File: config.mk
export PLATFORM = sky130hd
export DESIGN_NAME = multicycle_controller
export DESIGN_NICKNAME = d
export VERILOG_FILES = /design/src/rtl/multicycle_controller.sv
export SDC_FILE = /design/constraint.sdc
export NUM_CORES = 1
export LEC_CHECK = 0
export ABC_AREA = 1
export BUFFER_PORTS_ARGS = -buffer_cell sky130_fd_sc_hd__buf_4
export CORE_ASPECT_RATIO = 0.6
export CORE_MARGIN = 1
export CORE_UTILIZATION = 45
export CTS_CLUSTER_DIAMETER = 40
export DETAILED_ROUTE_END_ITERATION = 8
export GPL_ROUTABILITY_DRIVEN = 0
export PLACE_DENSITY = 0.66
export SLEW_MARGIN = 20
export SYNTH_ARGS = -nofsm -noshare
export SYNTH_HDL_FRONTEND = slang
export SYNTH_SLANG_ARGS = --single-unit
File: constraint.sdc
create_clock -name clk -period 2.4 [get_ports clk]
set_clock_uncertainty 0.05 [all_clocks]
set_input_delay 0.48 -clock clk [delete_from_list [all_inputs] [get_ports clk]]
set_output_delay 0.48 -clock clk [all_outputs]
set_load 0.01 [all_outputs]
File: src/rtl/multicycle_controller.sv
// Multi-cycle RV32I main controller: sequences FETCH/DECODE/EXEC/MEM/WB,
// handshakes with instruction and data memory, traps on illegal opcodes or
// memory timeouts, and counts retired instructions.
module multicycle_controller #(
  parameter int TIMEOUT_CYCLES = 16,
  parameter int CNT_W          = 32,
  parameter bit U_TYPE_EN      = 1'b1
) (
  input  logic             clk,
  input  logic             rst_n,
  input  logic [6:0]       Opcode,
  input  logic             imem_ready,
  input  logic             dmem_ready,
  output logic             imem_req,
  output logic             dmem_req,
  output logic             IRWrite,
  output logic             PCWrite,
  output logic [1:0]       ALUSrcA,
  output logic             ALUSrc,
  output logic [1:0]       ALUOp,
  output logic [1:0]       MemtoReg,
  output logic             RegWrite,
  output logic             MemRead,
  output logic             MemWrite,
  output logic             Branch,
  output logic             Jump,
  output logic             Jalr,
  output logic             trap,
  output logic [1:0]       trap_cause,
  output logic [CNT_W-1:0] instret,
  output logic [2:0]       state
);

  typedef enum logic [2:0] {
    S_IDLE   = 3'd0,
    S_FETCH  = 3'd1,
    S_DECODE = 3'd2,
    S_EXEC   = 3'd3,
    S_MEM    = 3'd4,
    S_WB     = 3'd5,
    S_TRAP   = 3'd6
  } state_t;

  localparam logic [6:0] OP_R     = 7'b0110011;
  localparam logic [6:0] OP_LW    = 7'b0000011;
  localparam logic [6:0] OP_SW    = 7'b0100011;
  localparam logic [6:0] OP_BR    = 7'b1100011;
  localparam logic [6:0] OP_IMM   = 7'b0010011;
  localparam logic [6:0] OP_JAL   = 7'b1101111;
  localparam logic [6:0] OP_JALR  = 7'b1100111;
  localparam logic [6:0] OP_LUI   = 7'b0110111;
  localparam logic [6:0] OP_AUIPC = 7'b0010111;

  // The wait counter only ever needs to reach TIMEOUT_CYCLES-1: the cycle
  // that would bring it to the limit is the one that traps instead.
  localparam int          TW   = (TIMEOUT_CYCLES > 1) ? $clog2(TIMEOUT_CYCLES) : 1;
  localparam logic [TW-1:0] TLIM = TW'((TIMEOUT_CYCLES > 0) ? TIMEOUT_CYCLES - 1 : 0);

  state_t         state_q, state_d;
  logic [6:0]     op_q;
  logic [TW-1:0]  tcnt_q;
  logic [1:0]     cause_q, cause_d;
  logic           wait_rdy;
  logic           tmo_hit;
  logic [1:0]     alu_src_a_dec;
  logic           alu_src_dec;
  logic [1:0]     alu_op_dec;

  function automatic logic is_legal(input logic [6:0] op);
    case (op)
      OP_R, OP_LW, OP_SW, OP_BR, OP_IMM, OP_JAL, OP_JALR: is_legal = 1'b1;
      OP_LUI, OP_AUIPC:                                  is_legal = U_TYPE_EN;
      default:                                           is_legal = 1'b0;
    endcase
  endfunction

  assign state      = state_q;
  assign trap_cause = cause_q;
  assign wait_rdy   = (state_q == S_FETCH) ? imem_ready : dmem_ready;
  assign tmo_hit    = (TIMEOUT_CYCLES > 0) && (tcnt_q == TLIM);

  // State, latched opcode, wait counter and trap cause registers.
  always_ff @(posedge clk or negedge rst_n) begin
    if (!rst_n) begin
      state_q <= S_IDLE;
      op_q    <= '0;
      tcnt_q  <= '0;
      cause_q <= 2'b00;
    end else begin
      state_q <= state_d;
      cause_q <= cause_d;
      if (state_q == S_DECODE) begin
        op_q <= Opcode;
      end
      // Cleared outside the wait states and on a ready, so every entry to
      // FETCH or MEM starts from zero.
      if ((state_q == S_FETCH) || (state_q == S_MEM)) begin
        if (wait_rdy) begin
          tcnt_q <= '0;
        end else if (TIMEOUT_CYCLES > 0) begin
          tcnt_q <= tcnt_q + 1'b1;
        end
      end else begin
        tcnt_q <= '0;
      end
    end
  end

  // Retired-instruction counter, one step per PC update, wrapping.
  always_ff @(posedge clk or negedge rst_n) begin
    if (!rst_n) begin
      instret <= '0;
    end else if (PCWrite) begin
      instret <= instret + 1'b1;
    end
  end

  // ALU operand/operation selection decoded from the latched opcode.
  always_comb begin
    alu_src_a_dec = 2'b00;
    alu_src_dec   = 1'b0;
    alu_op_dec    = 2'b00;
    case (op_q)
      OP_R:     alu_op_dec = 2'b10;
      OP_BR:    alu_op_dec = 2'b01;
      OP_IMM:   begin alu_op_dec = 2'b11; alu_src_dec = 1'b1; end
      OP_LW,
      OP_SW,
      OP_JALR:  alu_src_dec = 1'b1;
      OP_JAL:   alu_src_a_dec = 2'b01;
      OP_AUIPC: begin alu_src_a_dec = 2'b01; alu_src_dec = 1'b1; end
      OP_LUI:   begin alu_src_a_dec = 2'b10; alu_src_dec = 1'b1; end
      default:  ;
    endcase
  end

  // Next-state and control outputs; IRWrite and retire pulses are Mealy on ready.
  always_comb begin
    state_d  = state_q;
    cause_d  = cause_q;
    imem_req = 1'b0;
    dmem_req = 1'b0;
    IRWrite  = 1'b0;
    PCWrite  = 1'b0;
    ALUSrcA  = 2'b00;
    ALUSrc   = 1'b0;
    ALUOp    = 2'b00;
    MemtoReg = 2'b00;
    RegWrite = 1'b0;
    MemRead  = 1'b0;
    MemWrite = 1'b0;
    Branch   = 1'b0;
    Jump     = 1'b0;
    Jalr     = 1'b0;
    trap     = 1'b0;
    case (state_q)
      S_IDLE: state_d = S_FETCH;
      S_FETCH: begin
        imem_req = 1'b1;
        if (imem_ready) begin
          IRWrite = 1'b1;
          state_d = S_DECODE;
        end else if (tmo_hit) begin
          state_d = S_TRAP;
          cause_d = 2'b10;
        end
      end
      S_DECODE: begin
        if (is_legal(Opcode)) begin
          state_d = S_EXEC;
        end else begin
          state_d = S_TRAP;
          cause_d = 2'b01;
        end
      end
      S_EXEC: begin
        ALUSrcA = alu_src_a_dec;
        ALUSrc  = alu_src_dec;
        ALUOp   = alu_op_dec;
        if (op_q == OP_BR) begin
          Branch  = 1'b1;
          PCWrite = 1'b1;
          state_d = S_FETCH;
        end else if ((op_q == OP_LW) || (op_q == OP_SW)) begin
          state_d = S_MEM;
        end else begin
          state_d = S_WB;
        end
      end
      S_MEM: begin
        dmem_req = 1'b1;
        ALUSrcA  = alu_src_a_dec;
        ALUSrc   = alu_src_dec;
        ALUOp    = alu_op_dec;
        MemRead  = (op_q == OP_LW);
        MemWrite = (op_q == OP_SW);
        if (dmem_ready) begin
          if (op_q == OP_SW) begin
            PCWrite = 1'b1;
            state_d = S_FETCH;
          end else begin
            state_d = S_WB;
          end
        end else if (tmo_hit) begin
          state_d = S_TRAP;
          cause_d = 2'b11;
        end
      end
      S_WB: begin
        RegWrite = 1'b1;
        PCWrite  = 1'b1;
        if (op_q == OP_LW) begin
          MemtoReg = 2'b01;
        end else if ((op_q == OP_JAL) || (op_q == OP_JALR)) begin
          MemtoReg = 2'b10;
          Jump     = 1'b1;
        end
        Jalr    = (op_q == OP_JALR);
        state_d = S_FETCH;
      end
      S_TRAP:  trap = 1'b1;
      default: state_d = S_IDLE;
    endcase
  end

endmodule

# Word level (Yosys, flattened, before mapping)
# Index checks and enable logic that the tools add are counted.
[op_classes]
n_addsub = 2
n_eq_ne = 30
mux = 45
n_reduce_logical = 11
[op_table]
columns = ["cell", "n"]
rows = [
  ["$eq A7 B6 Y1 const B", 6],
  ["$eq A7 B7 Y1 const B", 6],
  ["$add A32 B1 Y32 const B", 1],
  ["$eq A7 B5 Y1 const B", 4],
  ["$mux W1", 22],
  ["$mux W2", 10],
  ["$mux W3", 6],
  ["$pmux W3 S6", 1],
  ["$eq A7 B2 Y1 const B", 2],
  ["$pmux W2 S3", 2],
  ["$ne A2 B2 Y1 const B", 5],
  ["$eq A3 B3 Y1 const B", 3],
  ["$reduce_or A9 Y1", 1],
  ["$mux W4", 2],
  ["$eq A3 B2 Y1 const B", 2],
  ["$reduce_and A6 Y1", 1],
  ["$reduce_or A2 Y1", 3],
  ["$reduce_or A6 Y1", 1],
  ["$add A4 B1 Y4 const B", 1],
  ["$eq A4 B4 Y1 const B", 1],
  ["$pmux W2 S2", 1],
  ["$eq A3 B1 Y1 const B", 1],
  ["$logic_not A3 Y1", 1],
  ["$logic_or A1 B1 Y1", 3],
  ["2 further kinds", 2],
]
[word_totals]
regBits = 48
input_bits = 11
out_inout_bits = 55
word_cells = 93

# Depth between registers and ports, before layout
[depth]
ltp_word = 6
mapped_depth = 11
mapped_depth_nobuf = 10

# Worst setup path before layout
# Ideal clock, no wire load.
[synth_timing]
path_type = "register to output"
start = "register state_q[1] (netlist: state[1])"
end = "output MemtoReg[1]"
arrival_time_ps = 1443
required_time_ps = 1870
slack_ps = 427
stages_incl_launch_ff = 5
path_buffers = 1
path_cell_list = "dfrtp_1 inv_1 nand3_1 nor4_1 buf_4"
[synth_via]
elab_chain_len = 2
[synth_lines]
columns = ["item", "line", "rtl"]
rows = [
  ["start, declared", "59", "state_t state_q, state_d;"],
  ["start signal, assigned", "90", "state_q <= state_d;"],
  ["$eq A3 B3 Y1", "156", "case (state_q)"],
  ["$mux W2", "156", ""],
  ["end, declared", "21", "output logic [1:0] MemtoReg,"],
]
# Every way passes these cells.

# Worst setup path in the final report
[layout_timing]
start = "register op_q[3]"
end = "output ALUSrc"
[layout_via]
elab_chain_len = 4
elab_cells_between_ends = 9
cone_classes = "eq/ne: 6; mux: 2; reduce/logical: 1"
[layout_lines]
columns = ["item", "line", "rtl"]
rows = [
  ["start, declared", "60", "logic [6:0] op_q;"],
  ["start signal, assigned", "93", "op_q <= Opcode;"],
  ["$eq A7 B2 Y1 (tied with other cells)", "123", "case (op_q)"],
  ["$reduce_or A6 Y1 (no line) *", "--", ""],
  ["$mux W1 *", "123", ""],
  ["$mux W1 *", "156", ""],
  ["end, declared", "19", "output logic ALUSrc,"],
]
# Mark *: on every way between the ends. The rest lies on a longest branch, timed or not.

==> summary.txt <==
Logic synthesis
  • Cell type with the largest total area after synthesis: dfrtp_1
  • Total of flip-flops plus latches after synthesis: 48
  • Most used flip-flop cell after synthesis: dfrtp_1
  • Mapped Nets: between 400 and 500
  • Number of enable flip-flop cells after synthesis: 0
  • Share of flip-flops with an asynchronous set or reset: 100%
  • Leading cell types by total area after synthesis: dfrtp_1, nand2_1, nor2_1
  • Post-Synthesis Cells: 451
  • Synth top cells by count: nand2_1, nor2_1, dfrtp_1
  • Average cell area after synthesis: just under 7 um^2
  • Fraction of post-synthesis cell area in the top cell type by area: 39.1%
  • Area of the mapped netlist: between 3000 and 4000 um^2
  • Post-synthesis cell type count: 28
  • Sequential-to-total area share from yosys stat: ~39%
  • Most frequent cell after synthesis: nand2_1
  • Syn. warnings: 0

Global route
  • Grt peak-use layer: met1
  • Met3 GRT Util: under 10%
  • First-pass GRT wire length: around 14 mm
  • GR met2 Demand/Resource: between 30% and 40%
  • Initial antenna violation count: 0
  • Overall track demand over capacity in global routing: about a quarter
  • GRT met1 Usage: a little over 40%
  • Pin count of the biggest net entering global routing: 56
  • Vias in the first global route: ~2800
  • Sum of overflow across all layers after global routing: 0

Floorplanning
  • Width of the die: approximately 110 um
  • Placeable core area: 6330 um^2
  • Top-Level Pins: between 60 and 70
  • Initial cell density of the core: 48.5%
  • Die outline area: 7170 um^2
  • Number of cell rows: 22
  • Vertical extent of the die: 66.0 um

Critical path
  • Total number of cells along the worst setup path: 8
  • Count of buffer and inverter cells on the critical path: 2
  • Slowest stage cell, crit path: dfrtp_1
  • Dominant delay contributor by cell family on the critical path: simple AND/OR/NAND/NOR gates
  • Top fanout value on the critical path: 5
  • Max incr delay on CP: approximately 400 ps
  • Critical path cell sequence: nor2_1, nand2_2, inv_1, nand3_1, nand2_1, nor2_1, a21oi_1, buf_4
  • Arrival time at the worst endpoint: 1670 ps
  • Startpoint types: register
  • Top cell by count, worst path: nor2_1
  • Critical Path RT: 1870 ps
  • Nature of the critical path endpoint: output port
  • Worst-case reg-to-reg path depth: 8
  • Critical path type: register to output port

Outcome
  • Result of the run: complete, no violations

Timing
  • Peak clock frequency supported by timing: 454 MHz
  • Final setup violation count: 0
  • Minimum period implied by the final worst setup slack: about 2200 ps
  • Slew at the pin closest to its max-slew limit: a little over 600 ps
  • Number of max-slew violations in the final report: 0
  • Total negative slack for setup checks: 0 ps
  • Final Cycle Share: 91.7%
  • RSZ-0062 raised after global routing: no
  • Final Hold Fails: 0
  • Worst slew slack as a fraction of its limit: between 50% and 60%

Layout
  • Final Net Count: 530
  • Count of non-filler cells in the finished layout: approximately 600
  • Antenna Diode Count: 0
  • Fraction of final layout cells sized beyond drive strength 1: approximately 17%
  • Post-route core utilization: 59.3%
  • Layout overhead on the synthesized area: 22.3%

Hold path
  • Class of the worst hold path: primary input to asynchronous set/reset pin

Job
  • Number of max-cap violations: 0

Power
  • Clock group share of total power: between 20% and 30%
  • Cell area power density: between 700 and 800 nW/um^2
  • Total net switching power: ~1.2 mW
  • Switching share of power: approximately 40%
  • Leakage Power: 1.86 nW
  • Internal power: 1.72 mW
  • Combinational Power Share: a little under two fifths
  • Reg power frac: just under 40%
  • Highest ir drop seen on vdd: ~0.65 mV

CTS
  • Clock Sinks: 48
  • Post-CTS Hold Buffers: 0
  • Max Buffers Root-to-Sink: 2
  • Number of buffers inserted to repair setup after CTS: 0
  • Clock latency of the later-clocked register in the worst-skew pair: 290 ps
  • CTS tree: done
  • Register clock-pin slew on the reported worst setup and hold paths: around 60 ps
  • H-tree Lvls: 2
  • Resized Gates After CTS: 0
  • Root buf cell: clkbuf_16
  • Total clock buffers created by CTS: 5

Drt
  • Total wire length: ~8.2 mm
  • Vias/cell: between 5 and 6
  • Length of the first detailed-routing pass in iterations: 5
  • First-iteration detailed-routing DRC count: around 220
  • Detailed-route via count: ~3100
  • WL/cell: 13.6 um
  • Remaining design rule violation count: 0
  • ANT nets after route: 0

Placement
  • Cell count after placement: 594
  • Number of input and output port buffers inserted: 65
  • Detail Placement HPWL: slightly above 6 mm
==> flip-flops by register name (all words and copies together), names as in the netlist <==
name,count
instret,32
op_q,7
state,3
tcnt_q,4
trap_cause,2
==> placed cells by master (no fill, tap or decap) <==
cell type	synthesis	layout
nand2_1	176	176
buf_4	1	67
nor2_1	56	56
dfrtp_1	48	48
inv_1	43	43
nand3_1	21	21
nand4_1	18	18
nand3b_1	15	15
nor3_1	12	12
xor2_1	10	10
o21ai_0	8	8
o21ai_1	7	7
inv_2	5	5
clkbuf_16	0	5
a21oi_1	4	4
nor2_2	3	3
nand3_2	3	3
nand2_2	2	2
o211ai_1	2	2
nor4_1	2	2
ha_1	2	2
nand2_4	1	1
xnor2_1	1	1
xor2_2	1	1
nor3_2	1	1
a211oi_1	1	1
clkbuf_1	2	1
clkinv_2	0	1
buf_12	0	1
==> kinds of logic (layout without fill, tap and decap cells) <==
logic type               count (synthesis)  after routing  share of synthesized area [%]
adder cells (fa/ha/maj)                  2              2                          0.815
AND/OR/NAND/NOR                        310            310                           44.2
buffers and inverters                   57            123                           8.36
XOR/XNOR                                12             12                           3.67
flip-flops                              48             48                           39.1
AO/OA/AOI/OAI                           22             22                           3.83
==> path summary, 6_finish.rpt <==
| check | startpoint | slack [ps] | end |
|---|---|---|---|
| max | op_q[3] | 200 | ALUSrc |
| min | rst_n | 150 | trap_cause[1] |
| max reg2reg | instret[0] | 500 | instret[28] |
| min reg2reg | trap_cause[1] | 430 | trap_cause[1] |
| max in group asynchronous | rst_n | 1730 | instret[1] |
| min in group clk | Opcode[0] | 350 | op_q[0] |
==> metrics by stage <==
| step | cell area, um^2 | setup slack (ps) | power [mW] | hold slack (ps) |
|---|---|---|---|---|
| floorplan | 3070 | 427 | 1.83 | 134 |
| global placement | 3620 | 569 | 2.17 | 407 |
| detailed placement | 3620 | 533 | 2.20 | 413 |
| CTS | 3750 | 217 | 2.88 | 179 |
| global route | 3750 | 40.6 | 3.09 | 201 |
| finish | 3750 | 199 | 2.87 | 151 |
==> power by group through the flow <==
stage | combinational (mW) | clock [mW] | sequential (mW)
after floorplan | 0.704 | 0 | 1.13
after global placement | 1.06 | 0 | 1.12
after detailed placement | 1.07 | 0 | 1.12
after CTS | 1.08 | 0.693 | 1.11
after global routing | 1.23 | 0.733 | 1.14
final | 1.08 | 0.682 | 1.11
==> routing by layer <==
metal / vias to the layer above / part of all wire [%]
met5: - / 0
met4: 0 / 0.81
met3: 7 / 7.2
met2: 102 / 37
met1: 1400 / 54
li1: 1566 / -
==> layout make-up <==
cell class | instances | area, um^2
clock buffers | 6 | 129
clock inverters | 1 | 5.00
fillers | 623 | 2580
inverters | 48 | 180
multi-input cells | 346 | 1610
flip-flops and latches | 48 | 1200
well taps | 84 | 105
repair buffers | 68 | 523
Power figures use the tool's default switching activity.
